[src/rtl/cpu_pkg.sv]
// cpu_pkg: shared state, ALU-select and opcode definitions for the accumulator CPU control sequencer
package cpu_pkg;
    typedef enum logic [3:0] {
        FETCH1, FETCH2, FETCH3, DECODE, ADDR1, ADDR2, ADDR3,
        MEMRD, LOADAC, MEMWR1, MEMWR2, JMP, SKIP1, SKIP2
    } state_t;
    typedef enum logic [3:0] {
        ALU_PASS_DR, ALU_PASS_R, ALU_ADD, ALU_SUB, ALU_INC,
        ALU_CLR, ALU_AND, ALU_OR, ALU_XOR, ALU_NOT
    } alu_sel_t;
    typedef enum logic [1:0] {CLS_NONE, CLS_LDAC, CLS_STAC, CLS_JMP} op_cls_t;
    localparam int OP_NOP  = 0;
    localparam int OP_LDAC = 1;
    localparam int OP_STAC = 2;
    localparam int OP_MVAC = 3;
    localparam int OP_MOVR = 4;
    localparam int OP_JUMP = 5;
    localparam int OP_JMPZ = 6;
    localparam int OP_JPNZ = 7;
    localparam int OP_ADD  = 8;
    localparam int OP_SUB  = 9;
    localparam int OP_INAC = 10;
    localparam int OP_CLAC = 11;
    localparam int OP_AND  = 12;
    localparam int OP_OR   = 13;
    localparam int OP_XOR  = 14;
    localparam int OP_NOT  = 15;
    localparam logic [15:0] AC_MASK = 16'hFF10;
    localparam logic [15:0] Z_MASK  = 16'hFF00;
    typedef struct packed {
        logic     ar_ld;
        logic     ar_inc;
        logic     ar_src;
        logic     pc_ld;
        logic     pc_inc;
        logic     dr_ld;
        logic     dr_src;
        logic     tr_ld;
        logic     ir_ld;
        logic     r_ld;
        logic     ac_ld;
        logic     z_ld;
        logic     mem_rd;
        logic     mem_wr;
        alu_sel_t alu_sel;
    } strobes_t;
    function automatic alu_sel_t alu_of(input logic [15:0] d);
        return d[OP_MOVR] ? ALU_PASS_R : d[OP_ADD] ? ALU_ADD : d[OP_SUB] ? ALU_SUB :
               d[OP_INAC] ? ALU_INC : d[OP_CLAC] ? ALU_CLR : d[OP_AND] ? ALU_AND :
               d[OP_OR] ? ALU_OR : d[OP_XOR] ? ALU_XOR : d[OP_NOT] ? ALU_NOT : ALU_PASS_DR;
    endfunction
    function automatic op_cls_t cls_of(input logic [15:0] d);
        return d[OP_LDAC] ? CLS_LDAC : d[OP_STAC] ? CLS_STAC :
               (d[OP_JUMP] | d[OP_JMPZ] | d[OP_JPNZ]) ? CLS_JMP : CLS_NONE;
    endfunction
endpackage

[src/rtl/cpu_control_sequencer_if.sv]
// cpu_control_sequencer_if: decoder/datapath side of the sequencer; mem_ready exists only with CPU_MEM_WAIT_EN
interface cpu_control_sequencer_if;
    import cpu_pkg::*;
    logic [15:0] decoded;
    logic        z;
`ifdef CPU_MEM_WAIT_EN
    logic        mem_ready;
`endif
    state_t      state;
    logic        ar_ld, ar_inc, ar_src, pc_ld, pc_inc, dr_ld, dr_src;
    logic        tr_ld, ir_ld, r_ld, ac_ld, z_ld, mem_rd, mem_wr;
    alu_sel_t    alu_sel;
    modport master (
        input  decoded, z,
`ifdef CPU_MEM_WAIT_EN
        input  mem_ready,
`endif
        output state, ar_ld, ar_inc, ar_src, pc_ld, pc_inc, dr_ld, dr_src,
        output tr_ld, ir_ld, r_ld, ac_ld, z_ld, mem_rd, mem_wr, alu_sel
    );
    modport slave (
        output decoded, z,
`ifdef CPU_MEM_WAIT_EN
        output mem_ready,
`endif
        input  state, ar_ld, ar_inc, ar_src, pc_ld, pc_inc, dr_ld, dr_src,
        input  tr_ld, ir_ld, r_ld, ac_ld, z_ld, mem_rd, mem_wr, alu_sel
    );
endinterface

[src/rtl/cpu_ctrl_outdec.sv]
// cpu_ctrl_outdec: combinational state-to-strobe decoder; strobes are silenced while reset is high
module cpu_ctrl_outdec import cpu_pkg::*; (
    input  logic        reset,
    input  state_t      state,
    input  logic [15:0] decoded,
    input  logic        rdy,
    output strobes_t    s
);
    logic oh;
    assign oh = $onehot(decoded);
    always_comb begin
        s = '0;
        if (!reset) begin
            case (state)
                FETCH1: s.ar_ld = 1'b1;
                FETCH2: begin
                    s.mem_rd = 1'b1;
                    s.dr_ld  = rdy;
                    s.pc_inc = rdy;
                end
                FETCH3: begin
                    s.ir_ld = 1'b1;
                    s.ar_ld = 1'b1;
                end
                DECODE: begin
                    s.r_ld    = oh & decoded[OP_MVAC];
                    s.ac_ld   = oh & |(decoded & AC_MASK);
                    s.z_ld    = oh & |(decoded & Z_MASK);
                    s.alu_sel = s.ac_ld ? alu_of(decoded) : ALU_PASS_DR;
                end
                ADDR1: begin
                    s.mem_rd = 1'b1;
                    s.dr_ld  = rdy;
                    s.pc_inc = rdy;
                    s.ar_inc = rdy;
                end
                ADDR2: begin
                    s.mem_rd = 1'b1;
                    s.tr_ld  = rdy;
                    s.dr_ld  = rdy;
                    s.pc_inc = rdy;
                end
                ADDR3: begin
                    s.ar_ld  = 1'b1;
                    s.ar_src = 1'b1;
                end
                MEMRD: begin
                    s.mem_rd = 1'b1;
                    s.dr_ld  = rdy;
                end
                LOADAC: s.ac_ld = 1'b1;
                MEMWR1: begin
                    s.dr_ld  = 1'b1;
                    s.dr_src = 1'b1;
                end
                MEMWR2: s.mem_wr = 1'b1;
                JMP: s.pc_ld = 1'b1;
                SKIP1, SKIP2: s.pc_inc = 1'b1;
                default: s = '0;
            endcase
        end
    end
endmodule

[src/rtl/cpu_control_sequencer.sv]
// cpu_control_sequencer: fetch/decode/execute FSM for the 8-bit accumulator CPU; CPU_MEM_WAIT_EN adds mem_ready wait states
module cpu_control_sequencer import cpu_pkg::*; (
    input logic                     clk,
    input logic                     reset,
    cpu_control_sequencer_if.master ctl
);
    state_t   state_q, state_d;
    op_cls_t  cls_q, cls_d;
    strobes_t s;
    logic     rdy, oh, go;
`ifdef CPU_MEM_WAIT_EN
    assign rdy = ctl.mem_ready;
`else
    assign rdy = 1'b1;
`endif
    assign oh = $onehot(ctl.decoded);
    assign go = ctl.decoded[OP_LDAC] | ctl.decoded[OP_STAC] | ctl.decoded[OP_JUMP] |
                (ctl.decoded[OP_JMPZ] & ctl.z) | (ctl.decoded[OP_JPNZ] & ~ctl.z);
    always_ff @(posedge clk) begin
        if (reset) begin
            state_q <= FETCH1;
            cls_q   <= CLS_NONE;
        end else begin
            state_q <= state_d;
            cls_q   <= cls_d;
        end
    end
    // ADDR2/ADDR3 branch on the class latched in DECODE; decoded may change after that
    always_comb begin
        state_d = FETCH1;
        cls_d   = cls_q;
        case (state_q)
            FETCH1: state_d = FETCH2;
            FETCH2: state_d = rdy ? FETCH3 : FETCH2;
            FETCH3: state_d = DECODE;
            DECODE: begin
                cls_d   = oh ? cls_of(ctl.decoded) : CLS_NONE;
                state_d = !oh ? FETCH1 : go ? ADDR1 : (cls_d == CLS_JMP) ? SKIP1 : FETCH1;
            end
            ADDR1:  state_d = rdy ? ADDR2 : ADDR1;
            ADDR2:  state_d = !rdy ? ADDR2 : (cls_q == CLS_JMP) ? JMP : ADDR3;
            ADDR3:  state_d = (cls_q == CLS_LDAC) ? MEMRD : MEMWR1;
            MEMRD:  state_d = rdy ? LOADAC : MEMRD;
            MEMWR1: state_d = MEMWR2;
            MEMWR2: state_d = rdy ? FETCH1 : MEMWR2;
            SKIP1:  state_d = SKIP2;
            default: state_d = FETCH1;
        endcase
    end
    cpu_ctrl_outdec u_outdec (
        .reset   (reset),
        .state   (state_q),
        .decoded (ctl.decoded),
        .rdy     (rdy),
        .s       (s)
    );
    assign ctl.state   = state_q;
    assign ctl.ar_ld   = s.ar_ld;
    assign ctl.ar_inc  = s.ar_inc;
    assign ctl.ar_src  = s.ar_src;
    assign ctl.pc_ld   = s.pc_ld;
    assign ctl.pc_inc  = s.pc_inc;
    assign ctl.dr_ld   = s.dr_ld;
    assign ctl.dr_src  = s.dr_src;
    assign ctl.tr_ld   = s.tr_ld;
    assign ctl.ir_ld   = s.ir_ld;
    assign ctl.r_ld    = s.r_ld;
    assign ctl.ac_ld   = s.ac_ld;
    assign ctl.z_ld    = s.z_ld;
    assign ctl.mem_rd  = s.mem_rd;
    assign ctl.mem_wr  = s.mem_wr;
    assign ctl.alu_sel = s.alu_sel;
endmodule

[src/flat_wrapper.sv]
// flat-port wrapper written by rule: the top's interface ports become plain ports
module cpu_control_sequencer_flat import cpu_pkg::*;
  (clk, reset, ctl_decoded, ctl_z, ctl_state, ctl_ar_ld, ctl_ar_inc, ctl_ar_src, ctl_pc_ld, ctl_pc_inc, ctl_dr_ld, ctl_dr_src, ctl_tr_ld, ctl_ir_ld, ctl_r_ld, ctl_ac_ld, ctl_z_ld, ctl_mem_rd, ctl_mem_wr, ctl_alu_sel);
  cpu_control_sequencer_if ctl_i ();
  input logic clk;
  input logic reset;
  input wire logic [$bits(ctl_i.decoded)-1:0] ctl_decoded;
  input wire logic [$bits(ctl_i.z)-1:0] ctl_z;
  output wire logic [$bits(ctl_i.state)-1:0] ctl_state;
  output wire logic [$bits(ctl_i.ar_ld)-1:0] ctl_ar_ld;
  output wire logic [$bits(ctl_i.ar_inc)-1:0] ctl_ar_inc;
  output wire logic [$bits(ctl_i.ar_src)-1:0] ctl_ar_src;
  output wire logic [$bits(ctl_i.pc_ld)-1:0] ctl_pc_ld;
  output wire logic [$bits(ctl_i.pc_inc)-1:0] ctl_pc_inc;
  output wire logic [$bits(ctl_i.dr_ld)-1:0] ctl_dr_ld;
  output wire logic [$bits(ctl_i.dr_src)-1:0] ctl_dr_src;
  output wire logic [$bits(ctl_i.tr_ld)-1:0] ctl_tr_ld;
  output wire logic [$bits(ctl_i.ir_ld)-1:0] ctl_ir_ld;
  output wire logic [$bits(ctl_i.r_ld)-1:0] ctl_r_ld;
  output wire logic [$bits(ctl_i.ac_ld)-1:0] ctl_ac_ld;
  output wire logic [$bits(ctl_i.z_ld)-1:0] ctl_z_ld;
  output wire logic [$bits(ctl_i.mem_rd)-1:0] ctl_mem_rd;
  output wire logic [$bits(ctl_i.mem_wr)-1:0] ctl_mem_wr;
  output wire logic [$bits(ctl_i.alu_sel)-1:0] ctl_alu_sel;
  assign ctl_i.decoded = ctl_decoded;
  assign ctl_i.z = ctl_z;
  assign ctl_state = ctl_i.state;
  assign ctl_ar_ld = ctl_i.ar_ld;
  assign ctl_ar_inc = ctl_i.ar_inc;
  assign ctl_ar_src = ctl_i.ar_src;
  assign ctl_pc_ld = ctl_i.pc_ld;
  assign ctl_pc_inc = ctl_i.pc_inc;
  assign ctl_dr_ld = ctl_i.dr_ld;
  assign ctl_dr_src = ctl_i.dr_src;
  assign ctl_tr_ld = ctl_i.tr_ld;
  assign ctl_ir_ld = ctl_i.ir_ld;
  assign ctl_r_ld = ctl_i.r_ld;
  assign ctl_ac_ld = ctl_i.ac_ld;
  assign ctl_z_ld = ctl_i.z_ld;
  assign ctl_mem_rd = ctl_i.mem_rd;
  assign ctl_mem_wr = ctl_i.mem_wr;
  assign ctl_alu_sel = ctl_i.alu_sel;
  cpu_control_sequencer u_core (.clk(clk), .reset(reset), .ctl(ctl_i));
endmodule
[config.mk]
export PLATFORM = sky130hd
export DESIGN_NAME = cpu_control_sequencer_flat
export DESIGN_NICKNAME = d
export VERILOG_FILES = /design/src/rtl/cpu_pkg.sv /design/src/rtl/cpu_control_sequencer_if.sv /design/src/rtl/cpu_ctrl_outdec.sv /design/src/rtl/cpu_control_sequencer.sv /design/src/flat_wrapper.sv
export SDC_FILE = /design/constraint.sdc
export NUM_CORES = 1
export LEC_CHECK = 0
export BUFFER_PORTS_ARGS = -buffer_cell sky130_fd_sc_hd__buf_2
export CORE_MARGIN = 4
export CORE_UTILIZATION = 55
export CTS_BUF_LIST = sky130_fd_sc_hd__clkbuf_16
export DETAILED_ROUTE_END_ITERATION = 8
export PLACE_DENSITY = 0.86
export SLEW_MARGIN = 10
export SYNTH_ARGS = -nofsm -noshare
export SYNTH_HDL_FRONTEND = slang
export SYNTH_SLANG_ARGS = --single-unit
export TNS_END_PERCENT = 100
[constraint.sdc]
create_clock -name clk -period 9.65 [get_ports clk]
set_input_delay 1.93 -clock clk [delete_from_list [all_inputs] [get_ports clk]]
set_output_delay 1.93 -clock clk [all_outputs]
set_load 0.02 [all_outputs]
==> results.md <==
- The number of antenna diodes in the final layout is 0.
- The final net count is 241.
- The number of search-and-repair iterations in the first detailed-routing pass is 4.
- Summed over all nets, the half-perimeter wirelength after detailed placement is 2520 um.
- In this run the number of H-tree levels came out at 1.
- The sequential share of power is 14.4%.
- Summed over all nets, the switching power comes to 0.0924 mW.
- The final worst-path cycle share is 82.5%.
- Synthesis produced a netlist with a net count of 201.
- Entering global routing, the biggest net connects 19 pins.
- The global-route usage over all layers is 20.7%.
- The shortest period the worst path allows is 7960 ps.
- In the final layout, the share of cells above drive strength 1 is 26.4%.
- Counting instances in the post-synthesis netlist gives the leading cell types as sky130_fd_sc_hd__inv_1, sky130_fd_sc_hd__ha_1, sky130_fd_sc_hd__nor2_1.
- The placer's final routability congestion estimate is 0.921.
- Detailed routing inserted a total of 1,238 vias.
- In this run the register-to-register setup slack is 7760 ps.
- The critical path goes through buf_2, inv_1, ha_1, fa_1, inv_1, fa_1, fa_1, inv_1, fa_1, fa_1, nor4_4, nand3b_4, nor4b_2, buf_2.
- The library cell with the largest summed area after synthesis is sky130_fd_sc_hd__fa_1.
- Gates resized during post-CTS repair numbered 0.
- The number of buffers added to fix hold violations after cts is 0.
- The top flip-flop cell by instance count after synthesis is sky130_fd_sc_hd__dfxtp_1.
- The total internal power is 0.128 mW.
- The clock network latency to the later pin of the worst-skew pair is 230 ps.
- STA puts the critical path data required time at 7720 ps.
- The initial utilization of the core area, before any placement, comes to 60.3%.
- Yosys attributes the largest share of cell area to sky130_fd_sc_hd__fa_1, sky130_fd_sc_hd__ha_1, sky130_fd_sc_hd__dfxtp_1.
- Yosys mapped a number of flops with a built-in enable equal to 0.
- Counting along the longest clock path gives a buffer depth of 2.
- The filler cells instantiated in the layout total 169.
- The worst setup path is launched from an input port.
- Global routing finished with a remaining overflow of 0.
- STA classifies the critical path endpoint as an output port.
- Between clock sinks in the finished design, the worst skew comes to 1.95 ps.
- Setup total negative slack on the finished layout was measured at 0 ps.
- The tree built by TritonCTS fans out to 6 sinks.
- Registers take 120 sq um.
- The final setup violation count is 0.
- The width of the die is 55.6 um.
- The initialized floorplan defines 16 standard-cell rows.
- In this run the post-CTS setup repair buffer count came out at 0.
- The wire length of the first global-routing pass is 5280 um.
- The number of antenna violations at the first check in global routing is 0.
- In the synthesized netlist, the number of instances is 155.
- Timing would allow up to 126 MHz.
- The fraction of synthesis flops using an asynchronous set or reset pin is 0%.
- After detailed routing, the number of remaining DRC violations is 0.
- The power density over the cells is 144 mW/mm^2.
- The multi-input logic area is 995 sq um.
- The flow ran to the end, and the final reports show no timing, DRC or antenna violations.
- The sequential element share of the synthesized area is 9.66%.
- The static leakage is 0.770 nW.
- After clock tree synthesis, the clock-pin slew on the worst setup and hold paths is 30 ps.
- The via-per-instance ratio is 5.63.
- The TritonCTS clock tree is done.
- Per report_power, the combinational group accounts for 55.7% of the total.
- The worst setup path is of the in -> out kind.
- The routed wire length per instance is 13.6 um.
- The top fanout value on the critical path is 6.
- The slowest stage of the critical path belongs to the cell sky130_fd_sc_hd__fa_1.
- In this run the cell area of the synthesized design comes to 0.00124 sq mm.
- The highest cell delay on the worst timing path is 510 ps.
- The remaining antenna violation count after routing is 0.
- The placeable core region is 0.00206 sq mm.
- The number of unique standard cell types used by synthesis is 41.
- The slew at the pin closest to its max-slew limit is 574 ps.
- The total CTS buffers is 3.
- The most numerous cell type found on the critical path is sky130_fd_sc_hd__fa_1.
- The min-delay analysis places its worst path in the category reg -> reg.
- The number of violations of the max-capacitance limit is 0.
- VDD sags by at most 0.000145 V.
- The die covers 0.00309 sq mm.
- The max-slew violation count is 0.
- The vertical die dimension is 55.6 um.
- The via count of the first global-routing pass is 1,249.
- Of the total power, the share spent switching nets is 41.8%.
- The share of power burned in the clock network is 29.9%.
- After synthesis, the mean cell area works out to 8.02 sq um.
- The relative area change from synthesis to final layout is 23.2%.
- Input and output buffers added on the ports amount to 40.
- During synthesis, Yosys emitted a total of 0 warnings.
- The first routing iteration left 39 violations.
- The leading cell type by number of instances after synthesis is sky130_fd_sc_hd__inv_1.
- The number of synthesized register bits is 6.
- The relative max-transition margin is 60.8%.
- The top cell type by area accounts for 17.7% of the synthesized area.
- The total wire length is 2980 um.
- The hold violation total from the final report came to 0.
- The final-layout worst hold slack is 588 ps.
- The clock root buffer master is sky130_fd_sc_hd__clkbuf_16.
- The data arrival time of the critical path is 6030 ps.
- 41 I/O pins were placed.
- Setup repair after global routing left no endpoint under its margin.
==> power groups by stage <==
stage / Clock (mW) / Sequential [mW] / Combinational [mW]
6_report: 0.0661 / 0.0317 / 0.123
5_1_grt: 0.0688 / 0.0323 / 0.139
4_1_cts: 0.0671 / 0.0316 / 0.124
3_5_place_dp: 0 / 0.0319 / 0.123
3_3_place_gp: 0 / 0.0318 / 0.115
2_1_floorplan: 0 / 0.0304 / 0.0944
==> worst max-delay path, delay by kind of cell <==
family,cells,cell delay (ps)
fa+ha+maj,6,2690
buf+inv,5,470
simple gates,3,940
==> worst paths after layout <==
check | start | end | cells after the start
worst max-delay path | ctl_decoded[12] | ctl_alu_sel[2] | 14
worst min-delay path | u_core.cls_q[1]$_SDFFE_PP0P_ | u_core.cls_q[1]$_SDFFE_PP0P_ | 2
worst max register to register | u_core.ctl.state[0]$_SDFF_PP0_ | u_core.ctl.state[2]$_SDFF_PP0_ | 4
worst min register to register | u_core.cls_q[1]$_SDFFE_PP0P_ | u_core.cls_q[1]$_SDFFE_PP0P_ | 2
==> final cells by class <==
type,count,area share [%]
multi-input combinational,115,64.9
sequential,6,7.84
tap,27,2.20
clock buffer,3,4.90
timing repair buffer,40,13.1
inverter,29,7.10
==> kinds of logic after synthesis <==
family / synth area share [%]
AOI/OAI and AO/OA: 16.4
adders and majority gates: 33.8
and+or+nand+nor: 29.1
DFF: 9.66
xor gates and xnor gates: 0.704
buffers and inverters: 10.4
==> per-layer routing <==
layer	routed length (um)	vias to the layer above	share of wire, %	global-route usage [%]
met5	0	-	0	0
met4	31	0	1.0	7.29
met3	203	4	6.8	4.66
met2	1480	46	50	36.5
met1	1270	582	43	24.3
li1	-	606	-	-
==> flip-flops by register name (all words and copies together), names as in the netlist <==
name	cells
u_core.ctl.state	4
u_core.cls_q	2
==> cell usage in the layout, fill, tap and decap left out, drive strengths merged, types with 2 or more instances in the layout <==
master,synthesis,final
and2,2,2
nor3,7,7
a32oi,3,3
a211oi,2,2
a21oi,9,9
clkbuf,4,3
nor4,6,6
fa,11,11
inv,29,29
nand2,5,5
nor2b,2,2
ha,16,16
buf,1,40
nand2b,6,6
nand3b,4,4
nor2,15,15
o21ai,7,7
or3,2,2
dfxtp,6,6
==> through the flow <==
stage               cells  power, mW  area (sq um)  setup WS (ps)  utilization (%)
global route          220      0.240          1530           1500             74.3
detailed placement    217      0.155          1460           1680             70.7
CTS                   220      0.222          1530           1680             74.3
floorplan             155      0.125          1240           1910                -
global placement      217      0.147          1460           1780             70.7
finish                220      0.221          1530           1690             74.3
No activity file was read; power rests on OpenSTA's default activity.
